`config.mk`:
```
export PLATFORM = sky130hd
export DESIGN_NAME = seg7_scan_driver
export DESIGN_NICKNAME = d
export VERILOG_FILES = /design/src/rtl/seg7_scan_driver.sv
export SDC_FILE = /design/constraint.sdc
export NUM_CORES = 1
export LEC_CHECK = 0
export CAP_MARGIN = 20
export CORE_UTILIZATION = 53
export CTS_CLUSTER_DIAMETER = 100
export DETAILED_ROUTE_END_ITERATION = 12
export PLACE_DENSITY_LB_ADDON = 0.25
export SYNTH_ARGS = -nofsm -noshare
export SYNTH_HDL_FRONTEND = slang
export SYNTH_SLANG_ARGS = --single-unit
```
`constraint.sdc`:
```
create_clock -name clk -period 2.1 [get_ports clk]
set_clock_uncertainty 0.15 [all_clocks]
set_input_delay 0.21 -clock clk [delete_from_list [all_inputs] [get_ports clk]]
set_output_delay 0.21 -clock clk [all_outputs]
set_load 0.01 [all_outputs]
```
`src/rtl/seg7_scan_driver.sv`:
```
// rtl/seg7_scan_driver.sv - 4-digit multiplexed common-anode 7-segment driver with load snapshot
// Optional: define SEG7_BLANK_LEADING_ZEROS_EN to blank leading zero digits.
module seg7_scan_driver #(
    parameter int REFRESH_DIV = 100000,
    parameter int DIV_W       = 17
) (
    input  logic       clk,
    input  logic       reset,
    input  logic [3:0] thousands,
    input  logic [3:0] hundreds,
    input  logic [3:0] tens,
    input  logic [3:0] ones,
    input  logic [3:0] dp_mask,
    input  logic       load,
    input  logic       enable,
    output logic [3:0] an,
    output logic [6:0] seg,
    output logic       dp,
    output logic       frame_done
);

    logic [DIV_W-1:0] presc;
    logic [1:0]       idx;
    logic [3:0][3:0]  snap;
    logic [3:0]       dp_snap;
    logic             tick;
    logic [3:0]       cur_digit;
    logic [6:0]       cur_seg;
    logic [3:0]       blank;

    assign tick      = (presc == DIV_W'(REFRESH_DIV - 1));
    assign cur_digit = snap[idx];

    always_comb begin
        cur_seg = 7'b0111111;
        case (cur_digit)
            4'd0:    cur_seg = 7'b1000000;
            4'd1:    cur_seg = 7'b1111001;
            4'd2:    cur_seg = 7'b0100100;
            4'd3:    cur_seg = 7'b0110000;
            4'd4:    cur_seg = 7'b0011001;
            4'd5:    cur_seg = 7'b0010010;
            4'd6:    cur_seg = 7'b0000010;
            4'd7:    cur_seg = 7'b1111000;
            4'd8:    cur_seg = 7'b0000000;
            4'd9:    cur_seg = 7'b0010000;
            default: cur_seg = 7'b0111111;
        endcase
    end

`ifdef SEG7_BLANK_LEADING_ZEROS_EN
    logic zero3, zero2, zero1;
    assign zero3 = (snap[3] == 4'd0);
    assign zero2 = (snap[2] == 4'd0);
    assign zero1 = (snap[1] == 4'd0);

    // A decimal point on a digit keeps it and every digit to its right lit.
    always_comb begin
        blank    = 4'b0000;
        blank[3] = zero3 & ~dp_snap[3];
        blank[2] = zero3 & zero2 & ~(|dp_snap[3:2]);
        blank[1] = zero3 & zero2 & zero1 & ~(|dp_snap[3:1]);
    end
`else
    assign blank = 4'b0000;
`endif

    always_ff @(posedge clk or posedge reset) begin
        if (reset) begin
            presc      <= '0;
            idx        <= 2'd0;
            snap       <= '0;
            dp_snap    <= 4'b0000;
            an         <= 4'b1111;
            seg        <= 7'b1111111;
            dp         <= 1'b1;
            frame_done <= 1'b0;
        end else begin
            presc      <= tick ? '0 : presc + DIV_W'(1);
            frame_done <= tick && (idx == 2'd3);
            if (tick) begin
                idx <= idx + 2'd1;
            end
            if (load) begin
                snap    <= {thousands, hundreds, tens, ones};
                dp_snap <= dp_mask;
            end
            // Outputs follow the current index/snapshot with one clock of latency.
            if (enable && !blank[idx]) begin
                an <= ~(4'b0001 << idx);
            end else begin
                an <= 4'b1111;
            end
            seg <= blank[idx] ? 7'b1111111 : cur_seg;
            dp  <= ~dp_snap[idx];
        end
    end

endmodule
```
==> out/metrics.csv, run 1 <==
metric,value,unit
status,completed,
Die Area,0.004762,sq mm
Total GRT Usage,0.1980,
hold_ws,0.05640,ns
CTS tree,done,
RSZ-0062 raised after global routing,no,
Initial Utilization,0.5503,
Total Neg Setup Slack,0,ns
"Net count, final",266,
global-route wire length before repair,7472,um
Max transition margin,0.7007,
CTS Root Cell,clkbuf_8,
DRC violation total after the first TritonRoute iteration,106,
ranking of synthesized cells by area,"dfrtp_1, dfstp_2, mux2_2",
DRT Pass-1 Iters,4,
GRT overflow,0,
hold crit path type,in2async,
placed insts,276,
ys async rst share,1.000,
fin crit share,0.9217,
actual slew at the worst max-slew pin,0.4434,ns
r2r setup slk,0.16,ns
Port Buf Inserts,36,
Synth Area per Inst,12.59,sq um
chip height,69.01,um
Critical Path Sink,seg[5]$_DFF_PP1_,
post-CTS sizing,0,
cell depth of the worst flop-to-flop path,5,
distinct cell type count after synthesis,35,
synth cell count leaders,"dfrtp_1, mux2_2, nand2_1, nor2_1, dfstp_2",
total power per unit cell area,702.9,mW/mm^2
H-tree levels,2,
post-DR wirelength/cell,14.29,um
GPL Wtd Cong,0.7763,
Worst R2R Start,idx[0]$_DFFE_PP0N_,
Main synth FF type,dfrtp_1,
"Seq/Total Area, Yosys",0.5531,
vias in the first global route,1612,
"count leader, synth",dfrtp_1,
DRC,0,
Final Non-Filler Cells,284,
CTS Hold Buffers Added,0,
leakage power,1.249,nW
Total Wirelength,4059,um
FP Rows,24,
"flops & latches, synth",52,
max cap viols,0,
Mapped Cells,189,
core box area,0.004324,sq mm
Critical Path AT,2.03,ns
share of cells above drive strength 1,0.2328,
"Req. time, crit path",2.19,ns
Ports,37,
"Clk pin slew, worst setup/hold paths",0.09,ns
Detailed Place HPWL,3027,um
area grow syn2layout,23.13,%
Crit Path Max Fanout,11,
Worst Setup Start Kind,flop,
Post-synth EDFFs,0,
crit path launch,idx[0]$_DFFE_PP0N_,
Max Root-Sink Buffers,2,
Synth Cell Area,0.002380,sq mm
Final ANT Viol Nets,0,
ant diodes,0,
critical path endpoint category,flop,
largest net degree at the start of global routing,25,
Synth top area share,0.4206,
Syn. warnings,0,
fmax,516.6,MHz
top cell type by total area after synthesis,dfrtp_1,
Peak VDD IR,439.5,uV
via count,1543,
Die Wd,69.01,um
Avg Vias per Cell,5.433,
Clock Sinks,52,
Fin. Hold Viols,0,
postcts setup bufs,0,
critical path class,reg2reg,
final max-slew violation count,0,
initial antenna violation count,0,
final setup fails,0,
CTS Buf Count,5,
worst skew pair latency,0.30,ns
RR Endpoint,seg[5]$_DFF_PP1_,
minimum clock period after layout,1.936,ns
"Net Count, Synth",224,
==> area by class of cell <==
class / count / area (sq um)
multi-input cells: 124 / 1001
clock inverters: 3 / 42.54
clock buffers: 5 / 68.82
fillers: 310 / 1394
inverters: 7 / 26.28
repair buffers: 41 / 410.4
well taps: 52 / 65.06
flip-flops and latches: 52 / 1316
==> worst min path at each step <==
stage,startpoint,to,slack [ns]
final,reset,presc[9]$_DFF_PP0_,0.06
after global routing,reset,presc[15]$_DFF_PP0_,0.09
after CTS,reset,idx[1]$_DFFE_PP0N_,0.07
after detailed placement,presc[0]$_DFF_PP0_,presc[0]$_DFF_PP0_,0.33
after global placement,presc[0]$_DFF_PP0_,presc[0]$_DFF_PP0_,0.31
after floorplan,enable,an[0]$_DFF_PP1_,0.1
==> sequential cells by signal, summed over array words and instances, names as in the netlist <==
signal,flops
presc,17
snap,16
seg,7
an,4
dp_snap,4
idx,2
dp,1
frame_done,1
==> power breakdown <==
| part | internal [mW] | total [mW] | switching [mW] |
|---|---|---|---|
| registers | 1.08 | 1.11 | 0.0303 |
| logic | 0.157 | 0.266 | 0.109 |
| clock network | 0.353 | 0.682 | 0.329 |
| total | 1.59 | 2.06 | 0.468 |
==> cells in the final DEF, fill, tap and decap left out, types with 2 or more instances in the layout <==
cell type	n
o311ai_0	2
inv_1	6
mux4_2	4
o21ai_1	3
nand4_1	4
mux2_2	21
and3_1	2
xor2_1	7
nand3_1	7
clkdlybuf4s50_1	36
buf_4	4
ha_1	11
and4_1	2
or3_1	2
a21oi_1	5
and2_1	2
or3_2	2
dfstp_2	12
nor2_1	15
xnor2_1	7
nand2_1	16
dfrtp_1	40
clkbuf_8	5
==> metal layers <==
metal | share of wire | vias to the layer above | global-route usage
met5 | 0 | - | 0
met1 | 0.46 | 758 | 0.2636
met4 | 0.017 | 0 | 0.06803
met2 | 0.48 | 43 | 0.3128
li1 | - | 734 | -
met3 | 0.048 | 8 | 0.05556
==> cells by family (layout without fill, tap and decap cells) <==
| kind of cell | count (synthesis) | in the layout | share of synthesized area |
|---|---|---|---|
| xor+xnor | 14 | 14 | 0.05153 |
| compound gates | 15 | 15 | 0.04048 |
| buf+inv | 13 | 56 | 0.02471 |
| fa+ha+maj | 11 | 11 | 0.05783 |
| simple gates | 58 | 58 | 0.1225 |
| flops | 52 | 52 | 0.5531 |
| mux | 26 | 26 | 0.1498 |
==> through the flow <==
stage | total power [mW] | worst slack, ns | cell area [sq um] | util
after floorplan | 1.266 | 0.2481 | 2380 | -
after global placement | 1.390 | 0.2462 | 2823 | 0.6528
after detailed placement | 1.401 | 0.1350 | 2823 | 0.6528
after CTS | 2.080 | 0.09055 | 2934 | 0.6785
after global routing | 2.161 | 0.01982 | 2930 | 0.6777
final | 2.060 | 0.1644 | 2930 | 0.6777
==> critical path: stages, from the launching register on <==
cell	delay, ns
dfrtp_1	0.48
buf_4	0.20
mux4_2	0.61
a21oi_1	0.22
o21ai_1	0.09
o31a_1	0.11
Power figures use the tool's default switching activity.
==> run 2: changes to the inputs <==
--- a/config.mk
+++ b/config.mk
@@ -11,4 +11,5 @@
 export DETAILED_ROUTE_END_ITERATION = 12
 export PLACE_DENSITY_LB_ADDON = 0.25
+export SETUP_SLACK_MARGIN = 0.4
 export SYNTH_ARGS = -nofsm -noshare
 export SYNTH_HDL_FRONTEND = slang
==> constraint.sdc (replaced) <==
create_clock -name clk -period 2.1 [get_ports clk]
set_clock_uncertainty 0.15 [all_clocks]
set_input_delay 0.42 -clock clk [delete_from_list [all_inputs] [get_ports clk]]
set_output_delay 0.42 -clock clk [all_outputs]
set_load 0.01 [all_outputs]
==> run 2 against run 1 <==
  * Combinational power up 31%
  * Worst setup slack better by 0.052 ns
  * Clock-buffer cell count is 2 higher
  * Sequential share of layout area down 3.9 points
  * Critical path depth shrank 1
  * Flip-flop and latch count is the same
  * Sequential power about the same
  * First-iteration DRC count rose by 11%
  * Critical path type unchanged
==> out/metrics.csv, run 2 (synthesis gave the netlist of run 1 again) <==
metric,value,unit
FP Rows,24,
Peak VDD IR,493.1,uV
Total Wirelength,5493,um
Max Root-Sink Buffers,2,
Fin. Hold Viols,0,
Port Buf Inserts,36,
Worst Setup Start Kind,flop,
"Net count, final",287,
Largest Register,presc,
met1 usage,0.3069,
actual slew at the worst max-slew pin,0.5154,ns
hold crit path type,in2async,
core box area,0.004324,sq mm
CTS Buf Count,5,
cell depth of the worst flop-to-flop path,4,
Final ANT Viol Nets,0,
most frequent cells in the layout,"dfrtp_1, clkdlybuf4s50_1, buf_4",
via count,1776,
"Clk pin slew, worst setup/hold paths",0.10,ns
minimum clock period after layout,1.883,ns
critical path endpoint category,flop,
DRC violation total after the first TritonRoute iteration,118,
"commonest non-fill, non-tap cell in the layout",dfrtp_1,
DRC,0,
Total Neg Setup Slack,0,ns
Util after Layout,0.7428,
largest net degree at the start of global routing,24,
global-route wire length before repair,8728,um
final setup fails,0,
placed insts,276,
leakage power,1.370,nW
fmax,530.9,MHz
max reg flops,17,
Ports,37,
r2r setup slk,0.22,ns
Clock Sinks,52,
M2 GR Usage,0.3959,
DRT Pass-1 Iters,5,
largest registers,"presc x17, snap x16, seg x7",
ant diodes,0,
Avg Vias per Cell,5.823,
DP Area,0.002828,sq mm
crit path launch,idx[0]$_DFFE_PP0N_,
post-DR wirelength/cell,18.01,um
Worst R2R Start,idx[0]$_DFFE_PP0N_,
H-tree levels,2,
GPL Wtd Cong,0.8457,
"Req. time, crit path",2.18,ns
GRT overflow,0,
Initial Utilization,0.5503,
Detailed Place HPWL,3391,um
total power per unit cell area,639.2,mW/mm^2
critical path class,reg2reg,
Critical Path Sink,seg[3]$_DFF_PP1_,
chip height,69.01,um
RR Endpoint,seg[3]$_DFF_PP1_,
Die Area,0.004762,sq mm
fin area,0.003212,sq mm
area grow syn2layout,34.96,%
Critical Path AT,1.97,ns
vias in the first global route,1767,
Final Non-Filler Cells,305,
CTS Root Cell,clkbuf_8,
max cap viols,0,
CTS tree,done,
initial antenna violation count,0,
Most Crowded Layer GR,met2,
RSZ-0062 raised after global routing,yes,
met3 Use GR,0.04825,
Crit Path Max Fanout,6,
fin crit share,0.8969,
Total GRT Usage,0.2357,
status,completed,
share of cells above drive strength 1,0.4071,
Die Wd,69.01,um
worst skew pair latency,0.30,ns
final max-slew violation count,0,
Max transition margin,0.6521,
==> run 2: changes by cell type in the layout (fill, tap and decap cells not counted), sizes merged <==
cell / delta
clkdlybuf4s15: +2
dlygate4sd2: +11
buf: +21
clkbuf: +2
clkinv: -1
clkdlybuf4s50: -13
bufinv: -1
==> run 2: through the flow <==
stage	worst slack (ns)	power [mW]	hold slack [ns]
after global routing	0.07643	2.130	0.3813
after global placement	0.2434	1.388	0.3101
final	0.2165	2.053	0.3504
after floorplan	0.2910	1.267	0.2970
after detailed placement	0.1041	1.407	0.3239
after CTS	0.2509	2.027	0.3536
==> run 2: how the worst min path moves through the flow <==
stage,endpoint,cells after the start,slack (ns)
after floorplan,presc[0]$_DFF_PP0_,1,0.30
after global routing,snap[3]$_DFFE_PP0P_,2,0.38
after CTS,snap[3]$_DFFE_PP0P_,2,0.35
after global placement,presc[0]$_DFF_PP0_,1,0.31
final,idx[0]$_DFFE_PP0N_,2,0.35
after detailed placement,presc[0]$_DFF_PP0_,1,0.32
==> run 2: layer usage <==
metal,routed length [um],vias up,share of wire
met5,0,-,0
met4,127,0,0.023
met1,2323,903,0.42
li1,-,786,-
met2,2792,75,0.51
met3,249,12,0.045
==> run 2: report_power, final <==
group          internal [mW]  switching (mW)  leakage [nW]  total [mW]
Clock                  0.270           0.321        0.0488       0.591
Sequential              1.08          0.0322         0.623        1.11
Combinational          0.190           0.158         0.699       0.348
==> run 2: repair_timing <==
item,4_1_cts,5_1_grt
setup buffers,18,2
hold buffers,0,0
setup endpoints to repair,32,21
pin swaps,5,7
resized for setup,38,17
gates cloned,0,1
==> run 2: critical path, stage by stage (launching register included) <==
cell	delay, ns
dfrtp_2	0.47
mux4_2	0.61
or2_4	0.28
a32oi_2	0.20
o21ai_1	0.10
==> run 2: cell type report <==
type	instances	area, sq um
Sequential cell	52	1319
Timing Repair Buffer	62	569.3
Multi-Input combinational cell	124	1134
Fill cell	271	1112
Clock buffer	7	86.33
Tap cell	52	65.06
Inverter	7	32.53
Clock inverter	1	6.256
